==> config.mk <==
export PLATFORM = sky130hd
export DESIGN_NAME = dp_operand_loader
export DESIGN_NICKNAME = d
export VERILOG_FILES = /design/src/rtl/dp_operand_loader.sv
export SDC_FILE = /design/constraint.sdc
export NUM_CORES = 1
export LEC_CHECK = 0
export BUFFER_PORTS_ARGS = -buffer_cell sky130_fd_sc_hd__buf_2
export CAP_MARGIN = 5
export CORE_AREA = 4 4 233 235
export CTS_CLUSTER_DIAMETER = 120
export DETAILED_ROUTE_END_ITERATION = 8
export DIE_AREA = 0 0 237 239
export PLACE_DENSITY = 0.74
export SLEW_MARGIN = 20
export SYNTH_ARGS = -nofsm -noshare
export SYNTH_HDL_FRONTEND = slang
export SYNTH_SLANG_ARGS = --single-unit
==> constraint.sdc <==
create_clock -name clk -period 2.5 [get_ports clk]
set_clock_uncertainty 0.1 [all_clocks]
set_input_delay 0.25 -clock clk [delete_from_list [all_inputs] [get_ports clk]]
set_output_delay 0.25 -clock clk [all_outputs]
set_load 0.03 [all_outputs]
==> src/rtl/dp_operand_loader.sv <==
// -----------------------------------------------------------------------------
// dp_operand_loader
//
// Purpose:
//   Feeds the four-lane dot-product pipe and collects its results.
//   - Accepts (x, y) operand pairs over valid/ready.
//   - Packs four pairs into one bundle. A short final bundle (closed by
//     in_last) is zero-padded.
//   - Registers each bundle onto op_x1..4 / op_y1..4.
//   - Tracks every bundle through the fixed pipe latency.
//   - Captures dp_result into a small first-word-fall-through result FIFO.
//   - Credits admission so that every in-flight bundle already owns a FIFO
//     slot. The FIFO therefore cannot overflow.
//
// Parameters:
//   LATENCY     operand-register-to-result latency of the pipe (>= 1)
//   FIFO_DEPTH  result FIFO entries (>= 2, power of two)
//
// Ports:
//   clk                 clock
//   rst                 asynchronous reset, active low
//   in_valid/in_ready   operand pair handshake
//   in_x, in_y          operand pair
//   in_last             final pair of a vector, closes the current bundle
//   op_x1..4, op_y1..4  registered operands to the dot-product pipe
//   dp_result           pipe result (valid LATENCY cycles after an issue)
//   res_valid/res_ready result FIFO head handshake
//   res_data, res_last  FIFO head result and its end-of-vector flag
// -----------------------------------------------------------------------------
module dp_operand_loader #(
    parameter int LATENCY    = 4,
    parameter int FIFO_DEPTH = 4
) (
    input  logic        clk,
    input  logic        rst,
    input  logic        in_valid,
    output logic        in_ready,
    input  logic [31:0] in_x,
    input  logic [31:0] in_y,
    input  logic        in_last,
    output logic [31:0] op_x1,
    output logic [31:0] op_x2,
    output logic [31:0] op_x3,
    output logic [31:0] op_x4,
    output logic [31:0] op_y1,
    output logic [31:0] op_y2,
    output logic [31:0] op_y3,
    output logic [31:0] op_y4,
    input  logic [31:0] dp_result,
    output logic        res_valid,
    input  logic        res_ready,
    output logic [31:0] res_data,
    output logic        res_last
);

    localparam int PW = (FIFO_DEPTH > 1) ? $clog2(FIFO_DEPTH) : 1;
    localparam int CW = $clog2(FIFO_DEPTH + 1);

    // ------------------------------------------------------------------
    // Registers
    // ------------------------------------------------------------------
    logic [1:0]         r_lane_cnt;
    logic [31:0]        r_stg_x1, r_stg_x2, r_stg_x3;
    logic [31:0]        r_stg_y1, r_stg_y2, r_stg_y3;
    logic [31:0]        r_op_x1, r_op_x2, r_op_x3, r_op_x4;
    logic [31:0]        r_op_y1, r_op_y2, r_op_y3, r_op_y4;
    logic [LATENCY:0]   r_v;
    logic [LATENCY:0]   r_vl;
    logic [CW-1:0]      r_inflight;
    logic [CW-1:0]      r_count;
    logic [PW-1:0]      r_wptr;
    logic [PW-1:0]      r_rptr;
    logic [31:0]        r_mem [FIFO_DEPTH];
    logic [FIFO_DEPTH-1:0] r_lmem;

    // ------------------------------------------------------------------
    // Wires
    // ------------------------------------------------------------------
    logic               w_accept;
    logic               w_issue;
    logic               w_cap;
    logic               w_pop;
    logic [CW:0]        w_credit_used;
    logic [31:0]        w_nx1, w_nx2, w_nx3, w_nx4;
    logic [31:0]        w_ny1, w_ny2, w_ny3, w_ny4;

    // Each issued bundle is counted in r_inflight until capture, and then
    // in r_count until it is popped. The sum is the number of FIFO slots
    // already promised. in_ready depends on registers only.
    assign w_credit_used = {1'b0, r_inflight} + {1'b0, r_count};
    assign in_ready      = (w_credit_used < (CW+1)'(FIFO_DEPTH));

    assign w_accept = in_valid & in_ready;
    assign w_issue  = w_accept & ((r_lane_cnt == 2'd3) | in_last);
    assign w_cap    = r_v[LATENCY];
    assign w_pop    = res_ready & (r_count != '0);

    // ------------------------------------------------------------------
    // Bundle assembly at issue.
    // Lanes below lane_cnt come from staging. Lane lane_cnt+1 takes the
    // current pair. Lanes above it are zero, so stale staging contents
    // from an earlier, longer bundle never leak into a short bundle.
    // ------------------------------------------------------------------
    always_comb begin
        w_nx1 = r_stg_x1;
        w_ny1 = r_stg_y1;
        w_nx2 = r_stg_x2;
        w_ny2 = r_stg_y2;
        w_nx3 = r_stg_x3;
        w_ny3 = r_stg_y3;
        w_nx4 = '0;
        w_ny4 = '0;
        case (r_lane_cnt)
            2'd0: begin
                w_nx1 = in_x;  w_ny1 = in_y;
                w_nx2 = '0;    w_ny2 = '0;
                w_nx3 = '0;    w_ny3 = '0;
            end
            2'd1: begin
                w_nx2 = in_x;  w_ny2 = in_y;
                w_nx3 = '0;    w_ny3 = '0;
            end
            2'd2: begin
                w_nx3 = in_x;  w_ny3 = in_y;
            end
            default: begin
                w_nx4 = in_x;  w_ny4 = in_y;
            end
        endcase
    end

    // ------------------------------------------------------------------
    // Packing, operand registers and latency tracking
    // ------------------------------------------------------------------
    always_ff @(posedge clk or negedge rst) begin
        if (!rst) begin
            r_lane_cnt <= '0;
            r_stg_x1   <= '0;
            r_stg_x2   <= '0;
            r_stg_x3   <= '0;
            r_stg_y1   <= '0;
            r_stg_y2   <= '0;
            r_stg_y3   <= '0;
            r_op_x1    <= '0;
            r_op_x2    <= '0;
            r_op_x3    <= '0;
            r_op_x4    <= '0;
            r_op_y1    <= '0;
            r_op_y2    <= '0;
            r_op_y3    <= '0;
            r_op_y4    <= '0;
            r_v        <= '0;
            r_vl       <= '0;
        end else begin
            if (w_accept && !w_issue) begin
                case (r_lane_cnt)
                    2'd0: begin r_stg_x1 <= in_x; r_stg_y1 <= in_y; end
                    2'd1: begin r_stg_x2 <= in_x; r_stg_y2 <= in_y; end
                    2'd2: begin r_stg_x3 <= in_x; r_stg_y3 <= in_y; end
                    default: ;
                endcase
            end

            if (w_issue) begin
                r_op_x1    <= w_nx1;
                r_op_x2    <= w_nx2;
                r_op_x3    <= w_nx3;
                r_op_x4    <= w_nx4;
                r_op_y1    <= w_ny1;
                r_op_y2    <= w_ny2;
                r_op_y3    <= w_ny3;
                r_op_y4    <= w_ny4;
                r_lane_cnt <= '0;
            end else if (w_accept) begin
                r_lane_cnt <= r_lane_cnt + 2'd1;
            end

            // v[0] is set at the issue edge. v[LATENCY] marks the cycle in
            // which dp_result carries that bundle's result.
            r_v  <= {r_v[LATENCY-1:0],  w_issue};
            r_vl <= {r_vl[LATENCY-1:0], w_issue & in_last};
        end
    end

    assign op_x1 = r_op_x1;
    assign op_x2 = r_op_x2;
    assign op_x3 = r_op_x3;
    assign op_x4 = r_op_x4;
    assign op_y1 = r_op_y1;
    assign op_y2 = r_op_y2;
    assign op_y3 = r_op_y3;
    assign op_y4 = r_op_y4;

    // ------------------------------------------------------------------
    // In-flight counter. Issue and capture in one cycle cancel out.
    // ------------------------------------------------------------------
    always_ff @(posedge clk or negedge rst) begin
        if (!rst) begin
            r_inflight <= '0;
        end else begin
            case ({w_issue, w_cap})
                2'b10:   r_inflight <= r_inflight + CW'(1);
                2'b01:   r_inflight <= r_inflight - CW'(1);
                default: r_inflight <= r_inflight;
            endcase
        end
    end

    // ------------------------------------------------------------------
    // Result FIFO (FWFT). Credit guarantees a free slot at every capture,
    // so the write side has no full check. The pointers wrap naturally
    // because FIFO_DEPTH is a power of two.
    // ------------------------------------------------------------------
    always_ff @(posedge clk or negedge rst) begin
        if (!rst) begin
            r_wptr  <= '0;
            r_rptr  <= '0;
            r_count <= '0;
            r_lmem  <= '0;
            for (int i = 0; i < FIFO_DEPTH; i++) begin
                r_mem[i] <= '0;
            end
        end else begin
            if (w_cap) begin
                r_mem[r_wptr]  <= dp_result;
                r_lmem[r_wptr] <= r_vl[LATENCY];
                r_wptr         <= r_wptr + PW'(1);
            end
            if (w_pop) begin
                r_rptr <= r_rptr + PW'(1);
            end
            case ({w_cap, w_pop})
                2'b10:   r_count <= r_count + CW'(1);
                2'b01:   r_count <= r_count - CW'(1);
                default: r_count <= r_count;
            endcase
        end
    end

    assign res_valid = (r_count != '0);
    assign res_data  = r_mem[r_rptr];
    assign res_last  = r_lmem[r_rptr];

endmodule

After elaboration in Yosys (flattened, before gate mapping)
Index checks and enable logic that the tools add are counted.

word-level totals
  input bits = 101
  register bits after elaboration = 602
  output and inout bits = 291

operators by class
  bitwise gates (word level) = 7
  multiplexer cells = 23
  eq/ne operators = 7
  add/sub/neg operators = 8
  magnitude comparators = 7
  reduce and logical (&&, ||, !) cells = 13

operators by type and width
  operator                                                    number
  case mux 32 bit (2 select lines)                            4
  two-way mux 32 bit                                          7
  bitwise mux 128 bit                                         1
  binary-select mux 32 bit (select 2 bit)                     1
  demux 32 bit (select 2 bit)                                 1
  case mux 3 bit (2 select lines)                             2
  equality test 2 bit, second input constant                  4
  adder 2 x 1 -> 2 bit, second input constant                 3
  adder 3 x 1 -> 3 bit, second input constant                 2
  equality test 2 x 1 -> 1 bit, second input constant         3
  greater-or-equal comparator 3 bit, second input constant    2
  less-than comparator 2 x 3 -> 1 bit, second input constant  2
  NOT 2 -> 3 bit                                              2
  nonzero test 2 bit                                          3
  subtractor 3 x 1 -> 3 bit, second input constant            2
  adder 3 x 3 -> 4 bit                                        1
  AND 1 bit                                                   4
  bitwise mux 4 bit                                           1
  less-than comparator 4 x 3 -> 1 bit, second input constant  1
  two-way mux 2 bit                                           2
  AND reduction 2 bit                                         2
  logical AND 1 bit                                           3
  less-than comparator 3 x 1 -> 1 bit, second input constant  1
  nonzero test 3 bit                                          1
  9 further kinds                                             10

Depth between registers and ports, before layout
  word-level depth = 7
  mapped depth = 11
  depth with buffers taken out = 9

Worst setup path before layout
OpenSTA, ideal clock, no wires.

  path type = reg2reg
  start point = reg r_lane_cnt[0]
  end point = reg r_inflight[2]
  data arrival time = 2.589 ns
  buffers on the path = 2
  stages on the path, launching flop included = 12
  period minus slack after synthesis = 2.768 ns
  required time = 2.321 ns
  path slack = -0.268 ns
  path through = dfrtp_1 ha_1 nor2_1 nand3b_1 buf_2 buf_2 ha_1 inv_1 fa_1 xor2_1 nor2_1 xor2_1

between the ends
  longest elaborated chain between the ends = 5

ends and longest elaborated chain
  item                                                                   RTL line  source
  from (decl)                                                            62        logic [1:0] r_lane_cnt;
  from (signal assigned)                                                 175       r_lane_cnt <= r_lane_cnt + 2'd1;
  equality test 2 bit (*)                                                94        assign w_issue = w_accept & ((r_lane_cnt == 2'd3) | in_last);
  bitwise OR 1 bit (*)                                                   94
  AND 1 bit (*)                                                          94
  equality test 2 x 1 -> 1 bit or equality test 2 bit (tied branches)    201       case ({w_issue, w_cap})
  case mux 3 bit (2 select lines) or nonzero test 2 bit (tied branches)  -
  to (signal assigned)                                                   202       2'b10: r_inflight <= r_inflight + CW'(1);
  to (signal assigned)                                                   203       2'b01: r_inflight <= r_inflight - CW'(1);
  to (signal assigned)                                                   204       default: r_inflight <= r_inflight;
  to (decl)                                                              69        logic [CW-1:0] r_inflight;

Every way passes the cells marked *; elsewhere a longest branch is shown, timed or not.
A chain may end at the register's enable or synchronous reset.

Worst setup path after layout
  start point = reg r_count[1]
  end point = reg r_op_y2[6] (netlist: op_y2[6])

between the ends
  longest elaborated chain between the ends = 4

ends and longest elaborated chain
  item                                 RTL line  source
  from (decl)                          70        logic [CW-1:0] r_count;
  from (signal assigned)               233       2'b10: r_count <= r_count + CW'(1);
  from (signal assigned)               234       2'b01: r_count <= r_count - CW'(1);
  from (signal assigned)               235       default: r_count <= r_count;
  adder 3 x 3 -> 4 bit                 90        assign w_credit_used = {1'b0, r_inflight} + {1'b0, r_count};
  less-than comparator 4 x 3 -> 1 bit  91        assign in_ready = (w_credit_used < (CW+1)'(FIFO_DEPTH));
  AND 1 bit                            93        assign w_accept = in_valid & in_ready;
  AND 1 bit                            94
  to (signal assigned)                 170       r_op_y2 <= w_ny2;
  to (decl)                            66        logic [31:0] r_op_y1, r_op_y2, r_op_y3, r_op_y4;

No other way between the ends.

==> flow_summary.yaml <==
yosys:
  synth_fp_nets: 1959
  synth_ff_type: "dfrtp_1"
  synth_most_common_cell: "dfrtp_1"
  ys_types: 26
  netlist.area_leader.share_pct: 58.32
  synthTopCellsByCount: "dfrtp_1, mux2_2, nand2_1"
  syn-cell-area_sq_mm: 0.02583
  synth_async_sr_flop_share_pct: 100.0
  ys_seq_area_share_pct: 58.32
  synth_top_cell_by_area: "dfrtp_1"
  synthTopCellsByArea: "dfrtp_1, mux2_2, nand2_1"
  syn_inst: 1843
  ys_seq_elements: 602
  synth-edff-count: 0
  yosysWarnings: 0
  synth_area_per_cell_sq_um: 14.02
floorplanning:
  core_sq_mm: 0.05224
  die_h_um: 239
  num_io_pins: 392
  dieArea_sq_mm: 0.05664
  chipWidth_um: 237
  start_util_pct: 49.45
  num_rows: 84
global_routing:
  grt_max_degree: 129
  antenna_found_initial: 0
  grt_usage_pct: 23.25
  grt_first_pass_wirelength_um: 104100
  grt_pass1_vias: 18297
  grt-ovfl-total: 0
final_layout:
  largest_reg_flops: 128
  fin_area_sq_mm: 0.03232
  final_cells: 3083
  drive_above_1_share_pct: 49.37
  nFillCells: 3866
  area_delta_synth_final_pct: 25.14
  largest-register: "r_mem"
  fin_util_pct: 61.88
  finish.net_count: 2462
critical_path:
  critPathLaunchType: "flop"
  cp_max_fo: 58
  ff2ff_setup_slack_ns: 0.13
  worstPathArrival_ns: 2.73
  critPathKind: "flop to flop"
  end_kind: "flop"
  required_ns: 2.86
clock_tree:
  cts-root-buf: "clkbuf_16"
  cts.path.max_buffers: 3
  clk_pin_slew_ns: 0.06
  cts_tree: "done"
  clock_latency_ns: 0.57
  htreeDepth: 3
  cts_inserted_buffers: 66
  cts.sinks: 602
drt:
  wl_per_cell_um: 21.60
  vias_per_cell: 5.493
  drtIter0Drc: 852
  vias: 16935
  routed_wl_um: 66590
  ant_nets: 0
  first_pass_iters: 5
  drc_errors: 0
pwr:
  fin_total_pwr_mw: 45.60
  p_per_area_mw_per_mm2: 1411
  p_leak_nw: 15.75
  vdd.ir_drop.worst_uv: 979.4
sta:
  fin_crit_ns: 2.373
  relSlewSlack_pct: 45.72
  post-route-period-util_pct: 94.93
  hold_viol: 0
  rsz0062_at_grt: "false"
  setup_ws_ns: 0.1267
  fmax_mhz: 421.4
  setup-violations-final: 0
  drv_slew: 0
  worst_slew_pin_slew_ns: 0.8143
status:
  status: "finished clean"
flow_run:
  maxCapViolations: 0
placement:
  gp_congestion: 0.7769
  dp_slack_ns: 0.1423
  io_buffers: 391
  placed_cell_area_sq_mm: 0.02908
  dpl.hpwl_um: 42590
  place_inst: 2864
min_path:
  min_path_type: "primary input to flop"
## final cells by class
type / instances / area [sq um] / area share, %
antenna: 1 / 2.502 / 0.007742
clock buffer: 99 / 2012 / 6.224
clock inverter: 17 / 201.4 / 0.6232
inverter: 76 / 285.3 / 0.8826
multi-input combinational: 1049 / 10110 / 31.28
sequential: 602 / 15070 / 46.62
tap: 688 / 860.8 / 2.663
timing repair buffer: 551 / 3781 / 11.70
## worst max-delay path: stages (launching register included)
cell	delay (ns)
dfrtp_1	0.41
ha_2	0.34
nand3_2	0.07
nand3b_1	0.17
buf_12	0.36
buf_4	0.38
mux2_2	0.38
## layout by cell type, fill, tap and decap left out, drive strengths merged, types with 4 or more instances in the layout
cell	Yosys	layout
xor2	6	6
dlygate4sd3	0	99
nand2	199	199
bufinv	0	4
ha	13	13
o21ai	67	67
mux4	33	33
clkbuf	47	99
buf	69	452
a22o	64	64
clkinv	0	10
mux2i	66	66
inv	76	77
mux2	580	580
dfrtp	602	602
nor2	4	4
## per-stage QoR
stage | hold slack [ns] | TNS, ns
3_5_place_dp | 0.2347 | 0
2_1_floorplan | -0.1456 | -0.006863
5_1_grt | 0.1845 | 0
6_report | 0.1893 | 0
4_1_cts | 0.1502 | 0
3_3_place_gp | 0.2340 | 0
## per-layer routing
layer	wire (um)	global-route usage (%)	part of all wire [%]	vias to the layer above
li1	-	-	-	7491
met1	27840	30.28	42	8875
met2	32970	38.87	50	460
met3	3962	5.261	5.9	109
met4	1811	7.962	2.7	0
met5	0	0	0	-
## worst paths after layout
path | to | cells past startpoint | from
max in group asynchronous | r_rptr[0] | 3 | rst
setup / recovery | op_y2[6] | 6 | r_count[1]
hold / removal | r_lane_cnt[1] | 5 | in_valid
hold reg to reg | r_v[4] | 0 | r_v[3]
setup reg to reg | op_y2[6] | 6 | r_count[1]
min in group asynchronous | r_mem[80] | 2 | rst
## what timing repair did
| action | CTS | global route |
|---|---|---|
| resized for setup | 2 | 1 |
| hold buffers | 99 | 0 |
| endpoints found under the hold margin | 394 | 0 |
| buffers inserted | 3 | 0 |
| endpoints found under the setup margin | 28 | 1 |
## where the power goes
group	leakage [nW]	switching [mW]	internal (mW)	total, mW
Clock	1.09	3.88	5.98	9.86
Sequential	7.63	2.45	14.1	16.5
Combinational	7.03	10.9	8.25	19.2
Total	15.7	17.3	28.3	45.6
## kinds of logic (layout without fill, tap and decap cells)
kind of cell,Yosys count,in the layout,share of synthesized area (%)
buf+inv,192,743,3.028
xor+xnor,9,9,0.3052
compound gates,132,132,3.502
simple gates,214,214,3.338
flops,602,602,58.32
fa+ha+maj,15,15,0.7848
mux,679,679,30.72
other cells,0,1,0
No activity file was read; power rests on OpenSTA's default activity.
